--- src/rtl/i2s_rx_if.sv ---
// Bus bundle for the I2S receiver: codec-side serial pins plus the frame
// valid/ready handshake towards the SPI glue logic.
interface i2s_rx_if #(
    parameter int unsigned DATA_W = 16
) ();
    logic              Wclk;
    logic              Bclk;
    logic              i2s_in;
    logic [DATA_W-1:0] DLeft;
    logic [DATA_W-1:0] DRight;
    logic              valid;
    logic              ready;
    logic              overrun;
    logic              overrun_clr;
    logic [7:0]        debug;

    modport slave (
        input  Wclk, Bclk, i2s_in, ready, overrun_clr,
        output DLeft, DRight, valid, overrun, debug
    );

    modport master (
        output Wclk, Bclk, i2s_in, ready, overrun_clr,
        input  DLeft, DRight, valid, overrun, debug
    );
endinterface

--- src/rtl/i2s_rx.sv ---
// I2S slave receiver: oversamples Wclk/Bclk/data in the clk domain and emits stereo frames.
// Optional registered debug bus enabled by defining I2S_RX_DEBUG_EN; DATA_W must not exceed 63.
module i2s_rx #(
    parameter int unsigned DATA_W = 16
) (
    input  logic    clk,
    input  logic    reset_n,
    i2s_rx_if.slave bus_io
);
    localparam logic [0:0] StSync = 1'b0;
    localparam logic [0:0] StRun  = 1'b1;

    logic [1:0]        wclk_sync_q;
    logic [2:0]        bclk_sync_q;
    logic [1:0]        sd_sync_q;
    logic              rise_q, ws_q, sd_q;
    logic [0:0]        state_q, state_d;
    logic              ws_prev_q, ws_prev_d;
    logic              left_ok_q, left_ok_d;
    logic [5:0]        cnt_q, cnt_d;
    logic [DATA_W-1:0] shreg_q, shreg_d;
    logic [DATA_W-1:0] left_stage_q, left_stage_d;
    logic [DATA_W-1:0] dleft_q, dleft_d;
    logic [DATA_W-1:0] dright_q, dright_d;
    logic              valid_q, valid_d;
    logic              overrun_q, overrun_d;
    logic [DATA_W-1:0] sh_wr;
    logic              frame_done;

    // ws/sd are registered alongside the edge pulse so all three stay aligned.
    always_ff @(posedge clk or negedge reset_n) begin
        if (!reset_n) begin
            wclk_sync_q <= '0;
            bclk_sync_q <= '0;
            sd_sync_q   <= '0;
            rise_q      <= 1'b0;
            ws_q        <= 1'b0;
            sd_q        <= 1'b0;
        end else begin
            wclk_sync_q <= {wclk_sync_q[0], bus_io.Wclk};
            bclk_sync_q <= {bclk_sync_q[1:0], bus_io.Bclk};
            sd_sync_q   <= {sd_sync_q[0], bus_io.i2s_in};
            rise_q      <= bclk_sync_q[1] & ~bclk_sync_q[2];
            ws_q        <= wclk_sync_q[1];
            sd_q        <= sd_sync_q[1];
        end
    end

    always_comb begin
        state_d      = state_q;
        ws_prev_d    = ws_prev_q;
        left_ok_d    = left_ok_q;
        cnt_d        = cnt_q;
        shreg_d      = shreg_q;
        left_stage_d = left_stage_q;
        dleft_d      = dleft_q;
        dright_d     = dright_q;
        valid_d      = valid_q;
        overrun_d    = overrun_q;
        frame_done   = 1'b0;

        sh_wr = shreg_q;
        for (int i = 0; i < int'(DATA_W); i++) begin
            if (cnt_q == 6'(int'(DATA_W) - 1 - i)) sh_wr[i] = sd_q;
        end

        if (valid_q && bus_io.ready) valid_d = 1'b0;

        if (rise_q) begin
            if (state_q == StSync) begin
                if (ws_q != ws_prev_q) begin
                    state_d   = StRun;
                    ws_prev_d = ws_q;
                    cnt_d     = '0;
                    shreg_d   = '0;
                end
            end else if (ws_q != ws_prev_q) begin
                ws_prev_d = ws_q;
                cnt_d     = '0;
                shreg_d   = '0;
                if (!ws_prev_q) begin
                    left_stage_d = sh_wr;
                    left_ok_d    = 1'b1;
                end else if (left_ok_q) begin
                    // A right word without a preceding full left word is a partial frame.
                    frame_done = 1'b1;
                end
            end else begin
                shreg_d = sh_wr;
                if (cnt_q != 6'd63) cnt_d = cnt_q + 6'd1;
            end
        end

        if (frame_done) begin
            dleft_d  = left_stage_q;
            dright_d = sh_wr;
            valid_d  = 1'b1;
        end

        if (frame_done && valid_q && !bus_io.ready) begin
            overrun_d = 1'b1;
        end else if (bus_io.overrun_clr) begin
            overrun_d = 1'b0;
        end
    end

    always_ff @(posedge clk or negedge reset_n) begin
        if (!reset_n) begin
            state_q      <= StSync;
            ws_prev_q    <= 1'b0;
            left_ok_q    <= 1'b0;
            cnt_q        <= '0;
            shreg_q      <= '0;
            left_stage_q <= '0;
            dleft_q      <= '0;
            dright_q     <= '0;
            valid_q      <= 1'b0;
            overrun_q    <= 1'b0;
        end else begin
            state_q      <= state_d;
            ws_prev_q    <= ws_prev_d;
            left_ok_q    <= left_ok_d;
            cnt_q        <= cnt_d;
            shreg_q      <= shreg_d;
            left_stage_q <= left_stage_d;
            dleft_q      <= dleft_d;
            dright_q     <= dright_d;
            valid_q      <= valid_d;
            overrun_q    <= overrun_d;
        end
    end

    assign bus_io.DLeft   = dleft_q;
    assign bus_io.DRight  = dright_q;
    assign bus_io.valid   = valid_q;
    assign bus_io.overrun = overrun_q;

`ifdef I2S_RX_DEBUG_EN
    logic [7:0] debug_q;

    always_ff @(posedge clk or negedge reset_n) begin
        if (!reset_n) debug_q <= 8'h00;
        else          debug_q <= {state_q, ws_prev_q, valid_q, overrun_q, cnt_q[3:0]};
    end

    assign bus_io.debug = debug_q;
`else
    assign bus_io.debug = 8'h00;
`endif
endmodule

--- src/flat_wrapper.sv ---
// flat-port wrapper written by rule: the top's interface ports become plain ports
module i2s_rx_flat 
#(
    parameter int unsigned DATA_W = 16
)
  (clk, reset_n, bus_io_Wclk, bus_io_Bclk, bus_io_i2s_in, bus_io_ready, bus_io_overrun_clr, bus_io_DLeft, bus_io_DRight, bus_io_valid, bus_io_overrun, bus_io_debug);
  i2s_rx_if #(.DATA_W(DATA_W)) bus_io_i ();
  input  logic clk;
  input  logic reset_n;
  input wire logic [$bits(bus_io_i.Wclk)-1:0] bus_io_Wclk;
  input wire logic [$bits(bus_io_i.Bclk)-1:0] bus_io_Bclk;
  input wire logic [$bits(bus_io_i.i2s_in)-1:0] bus_io_i2s_in;
  input wire logic [$bits(bus_io_i.ready)-1:0] bus_io_ready;
  input wire logic [$bits(bus_io_i.overrun_clr)-1:0] bus_io_overrun_clr;
  output wire logic [$bits(bus_io_i.DLeft)-1:0] bus_io_DLeft;
  output wire logic [$bits(bus_io_i.DRight)-1:0] bus_io_DRight;
  output wire logic [$bits(bus_io_i.valid)-1:0] bus_io_valid;
  output wire logic [$bits(bus_io_i.overrun)-1:0] bus_io_overrun;
  output wire logic [$bits(bus_io_i.debug)-1:0] bus_io_debug;
  assign bus_io_i.Wclk = bus_io_Wclk;
  assign bus_io_i.Bclk = bus_io_Bclk;
  assign bus_io_i.i2s_in = bus_io_i2s_in;
  assign bus_io_i.ready = bus_io_ready;
  assign bus_io_i.overrun_clr = bus_io_overrun_clr;
  assign bus_io_DLeft = bus_io_i.DLeft;
  assign bus_io_DRight = bus_io_i.DRight;
  assign bus_io_valid = bus_io_i.valid;
  assign bus_io_overrun = bus_io_i.overrun;
  assign bus_io_debug = bus_io_i.debug;
  i2s_rx #(.DATA_W(DATA_W)) u_core (.clk(clk), .reset_n(reset_n), .bus_io(bus_io_i));
endmodule
--- config.mk ---
export PLATFORM = sky130hd
export DESIGN_NAME = i2s_rx_flat
export DESIGN_NICKNAME = d
export VERILOG_FILES = /design/src/rtl/i2s_rx_if.sv /design/src/rtl/i2s_rx.sv /design/src/flat_wrapper.sv
export SDC_FILE = /design/constraint.sdc
export NUM_CORES = 1
export LEC_CHECK = 0
export ABC_AREA = 1
export BUFFER_PORTS_ARGS = -buffer_cell sky130_fd_sc_hd__buf_2
export CAP_MARGIN = 20
export CORE_ASPECT_RATIO = 1.2
export CORE_UTILIZATION = 57
export DETAILED_ROUTE_END_ITERATION = 7
export PLACE_DENSITY = 0.85
export SYNTH_ARGS = -nofsm -noshare
export SYNTH_HDL_FRONTEND = slang
export SYNTH_SLANG_ARGS = --single-unit
--- constraint.sdc ---
create_clock -name clk -period 2.23 [get_ports clk]
set_clock_uncertainty 0.05 [all_clocks]
set_input_delay 0.3345 -clock clk [delete_from_list [all_inputs] [get_ports clk]]
set_output_delay 0.3345 -clock clk [all_outputs]
set_load 0.02 [all_outputs]
; Word level (Yosys, flattened, before mapping)
; Cells that the tools add are included.
[op_classes]
n_addsub = 1
bitwise = 3
eq_ne = 17
n_reduce_logical = 13
n_mux = 34
[ops]
columns = cell, n
row1 = "== test 6 x 4 -> 1 bit, second input constant", 8
row2 = 2-to-1 mux 16 bit, 3
row3 = 2-to-1 mux 1 bit, 27
row4 = "== test 6 x 3 -> 1 bit, second input constant", 4
row5 = 2-to-1 mux 6 bit, 4
row6 = "== test 6 x 2 -> 1 bit, second input constant", 2
row7 = nonzero test 2 bit, 4
row8 = "adder 6 x 1 -> 6 bit, second input constant", 1
row9 = "== test 6 x 1 -> 1 bit, second input constant", 1
row10 = zero test 6 bit, 1
row11 = "inequality test 6 bit, second input constant", 1
row12 = AND reduction 2 bit, 2
row13 = AND reduction 4 bit, 1
row14 = logical AND 1 bit, 3
row15 = AND reduction 3 bit, 1
row16 = inverter 1 bit, 2
row17 = AND 1 bit, 1
row18 = zero test 1 bit, 1
row19 = inequality test 1 bit, 1
[word_totals]
register_bits = 85
out_inout_bits = 42
in_bits = 7

; Depth between registers and ports, before layout
[depth]
word_depth = 8
depth_mapped = 10
ltp_nobuf = 10

; Worst setup path before layout
; No wires, ideal clock.
[synth_timing]
path_kind = reg-to-reg
start = register u_core.ws_prev_q
end = register u_core.dright_q[13], in the netlist u_core.bus_io.DRight[13]
n_path_buf = 2
t_arrival_ns = 1.444
stages_incl_launch_ff = 11
setup_slack_ns = 0.618
cell_sequence = dfrtp_1 inv_1 ha_1 inv_2 nand2_4 nor2_4 inv_2 buf_6 buf_6 nand2_1 nand2_1
[synth_via]
elab_chain_cells = 4
[synth_lines]
columns = element, line
row1 = "start, declared", i2s_rx.sv:18  ; logic ws_prev_q, ws_prev_d;
row2 = "start signal, assigned", i2s_rx.sv:121  ; ws_prev_q <= ws_prev_d;
row3 = 2-to-1 mux 1 bit or inequality test 1 bit (tied branches), "i2s_rx.sv:81, i2s_rx.sv:77"
row4 = 2-to-1 mux 1 bit (*), i2s_rx.sv:77  ; end else if (ws_q != ws_prev_q) begin
row5 = 2-to-1 mux 1 bit (*), i2s_rx.sv:70  ; if (state_q == StSync) begin
row6 = 2-to-1 mux 1 bit (*), i2s_rx.sv:69  ; if (rise_q) begin
row7 = "end signal, assigned", i2s_rx.sv:127  ; dright_q <= dright_d;
row8 = "end, declared", i2s_rx.sv:24  ; logic [DATA_W-1:0] dright_q, dright_d;
; Every way passes the cells marked *; elsewhere a longest branch is shown, timed or not.
; A chain may end at the register's enable or synchronous reset.

; Worst setup path in the final report
[layout_timing]
start = register u_core.ws_prev_q
end = register u_core.dleft_q[3], in the netlist u_core.bus_io.DLeft[3]
[layout_via]
elab_chain_cells = 4
[layout_lines]
columns = element, line
row1 = 2-to-1 mux 1 bit or inequality test 1 bit (tied branches), "i2s_rx.sv:81, i2s_rx.sv:77"
row2 = 2-to-1 mux 1 bit (*), i2s_rx.sv:77
row3 = 2-to-1 mux 1 bit (*), i2s_rx.sv:70
row4 = 2-to-1 mux 1 bit (*), i2s_rx.sv:69
row5 = "end signal, assigned", i2s_rx.sv:126  ; dleft_q <= dleft_d;
row6 = "end, declared", i2s_rx.sv:23  ; logic [DATA_W-1:0] dleft_q, dleft_d;
; Marks and branches as above.

==> results by group <==
Layout
  – Layout Utilization: 0.6801
  – Area Growth Syn to Fin: 13.13%
  – Final instance area: 0.004194 sq mm
  – Layout fillers: 479
  – Share of cells above drive strength 1: 0.1965
  – Ant diodes: 0
  – Final nets: 460

Synthesis
  – Mean Syn Cell Area: 9.154 sq um
  – Sequential share of the synthesized area: 0.5737
  – Synth Warn #: 0
  – Synth area leaders: dfrtp_1 (57%), nand3_1 (9.0%), nand2_1 (7.6%), o21ai_0 (6.2%), inv_1 (5.3%)
  – Most frequent cell after synthesis: dfrtp_1
  – Most common library cells after synthesis: dfrtp_1 (85), nand2_1 (75), nand3_1 (67)
  – Async S/R FF share, synth: 1.000
  – Area share of the largest cell type after synthesis: 0.5737
  – Cell count after synthesis: 405
  – Seq cells post-synth: 85
  – Syn Std Cell Area: 0.003707 sq mm
  – Number of flops mapped to enable cells by yosys: 0
  – Main synth FF type: dfrtp_1
  – Cell variety after synth: 27
  – Largest area contributor in the netlist: dfrtp_1

GRT
  – Vias in the first global route: 2750
  – Global-route wire length before repair: 12200 um
  – Largest net degree at the start of global routing: 46
  – Antenna violations before repair: 0
  – Gr usage total: 0.2375
  – Gr ovfl total: 0

Floorplanning
  – Num ports: 49
  – Starting Density: 0.6011
  – # rows: 31
  – Core Box Area: 0.006167 sq mm
  – Die X: 75.62 um
  – DIE AREA: 0.006832 sq mm
  – Die height: 90.35 um

Clock tree
  – Setup bufs post-CTS: 0
  – PostCTS Resize Cnt: 0
  – Clk slew on worst S/H paths: 0.09 ns
  – Clock tree buffer depth: 2
  – CTS tree: built
  – Root Buffer: clkbuf_8
  – Clk_lat worst skew: 0.36 ns
  – Num Clock Sinks: 85
  – Cts bufs inserted: 9
  – CTS Hold Buffers Added: 1
  – H-Tree Depth: 3

Critical path
  – CP Capture Type: flop
  – WP data required: 2.46 ns
  – Startpoint types: flop
  – Crit Path Max Fanout: 28
  – Critical Path AT: 1.99 ns
  – FF-to-FF setup slack: 0.47 ns
  – Setup Crit Path Kind: flop to flop

Placement
  – Post-DP Area: 0.003961 sq mm
  – DP HPWL: 5079 um
  – I/O Buffers: 40
  – RD Place Congestion: 0.8785

Routing
  – Initial drt markers: 234
  – Drt first pass iters: 4
  – Final ANT Viol Nets: 0
  – DRC Markers: 0
  – Avg WL per Cell: 13.62 um
  – Total wire length: 7288 um
  – Vias per cell: 5.318
  – Via count: 2845

Timing
  – Worst Max-Slew Pin Slew: 0.5219 ns
  – Fmax: 568.4 MHz
  – RSZ-0062 raised after global routing: false
  – Max Transition Viols Final: 0
  – Final Hold Fails: 0
  – Tcrit/Tclk final: 0.7889
  – Hold slack: 0.02528 ns
  – TNS Setup: 0 ns
  – Minimum clock period: 1.759 ns
  – Final setup vio count: 0
  – Worst rel slew slack: 0.6521

Pwr
  – Pwr/cell area: 960.6 mW/mm^2
  – Power Total: 0.004029 W
  – Peak supply drop: 0.5735 mV
  – Leak: 2.127 nW

Job
  – Max-cap violations: 0

Min path
  – Type of the worst min-delay path: input port to flop

Run status
  – Status: completed
-- area by class of cell --
type,instances,area (sq um),share of cell area
inverter,58,217.7,0.05191
clock buffer,11,141.4,0.03371
clock inverter,5,81.33,0.01939
timing repair buffer,46,275.3,0.06563
multi-input combinational,248,1249,0.2977
tap,82,102.6,0.02446
sequential,85,2127,0.5072
-- path summary, 6_finish.rpt --
kind,end,depth (start not counted),from
max,u_core.bus_io.DLeft[3],8,u_core.ws_prev_q
min,u_core.wclk_sync_q[0],1,bus_io_Wclk
max reg2reg,u_core.bus_io.DLeft[3],8,u_core.ws_prev_q
min reg2reg,u_core.sd_q,0,u_core.sd_sync_q[1]
max in group asynchronous,u_core.bus_io.DLeft[14],3,reset_n
min in group asynchronous,u_core.bus_io.DRight[6],2,reset_n
-- worst max-delay path, cell delays in order (launching register included) --
cell	delay, ns
dfrtp_1	0.35
inv_1	0.06
ha_1	0.34
inv_2	0.09
nand2_4	0.09
nor2_4	0.14
inv_2	0.15
buf_12	0.21
o21ai_0	0.18
-- kinds of logic (layout without fill, tap and decap cells) --
kind of cell	after synthesis	count (layout)	share of synthesized area
AOI/OAI and AO/OA	69	69	0.1046
adders and majority gates	5	5	0.01687
buffers and inverters	79	120	0.09652
DFF	85	85	0.5737
other	1	8	0.001012
and+or+nand+nor	166	166	0.2072
-- power by group --
group,total [W],internal (W),switching [W]
clock network,0.00121,0.000664,0.000550
logic,0.000954,0.000278,0.000676
registers,0.00186,0.00175,0.000115
-- layer usage --
metal  track usage  share of wire  up-vias
met5             0              0        -
met2        0.3876           0.52       93
li1              -              -     1379
met1        0.2964           0.42     1364
met3       0.05692          0.049        9
met4       0.09877          0.017        0
-- placed cells by master, fill, tap and decap left out --
cell type / n
a21oi_1: 2
a31oi_1: 1
buf_12: 2
buf_2: 39
buf_4: 4
bufinv_16: 2
clkbuf_1: 1
clkbuf_8: 10
clkinv_1: 1
clkinv_2: 1
clkinvlp_4: 1
conb_1: 8
dfrtp_1: 85
dlygate4sd3_1: 1
ha_1: 5
inv_1: 52
inv_2: 5
inv_6: 1
nand2_1: 75
nand2_2: 4
nand2_4: 1
nand3_1: 67
nand3_2: 1
nand4_1: 1
nor2_1: 9
nor2_2: 4
nor2_4: 3
o21ai_0: 46
o21ai_1: 10
o21ai_2: 9
o22ai_2: 1
or2_2: 1
-- stage by stage --
| step | worst slack (ns) | std cells |
|---|---|---|
| after global placement | 0.5854 | 518 |
| after detailed placement | 0.4944 | 518 |
| after global routing | 0.2993 | 535 |
| after floorplan | 0.6178 | 412 |
| final | 0.4707 | 535 |
| after CTS | 0.4476 | 535 |
-- sequential cells by signal, indices dropped and copies added, names as in the netlist --
name / flops
u_core.bclk_sync_q: 3
u_core.bus_io.DLeft: 16
u_core.bus_io.DRight: 16
u_core.bus_io.overrun: 1
u_core.bus_io.valid: 1
u_core.cnt_q: 6
u_core.left_ok_q: 1
u_core.left_stage_q: 16
u_core.rise_q: 1
u_core.sd_q: 1
u_core.sd_sync_q: 2
u_core.shreg_q: 16
u_core.state_q: 1
u_core.wclk_sync_q: 2
u_core.ws_prev_q: 1
u_core.ws_q: 1
(Power assumes the default switching activity.)
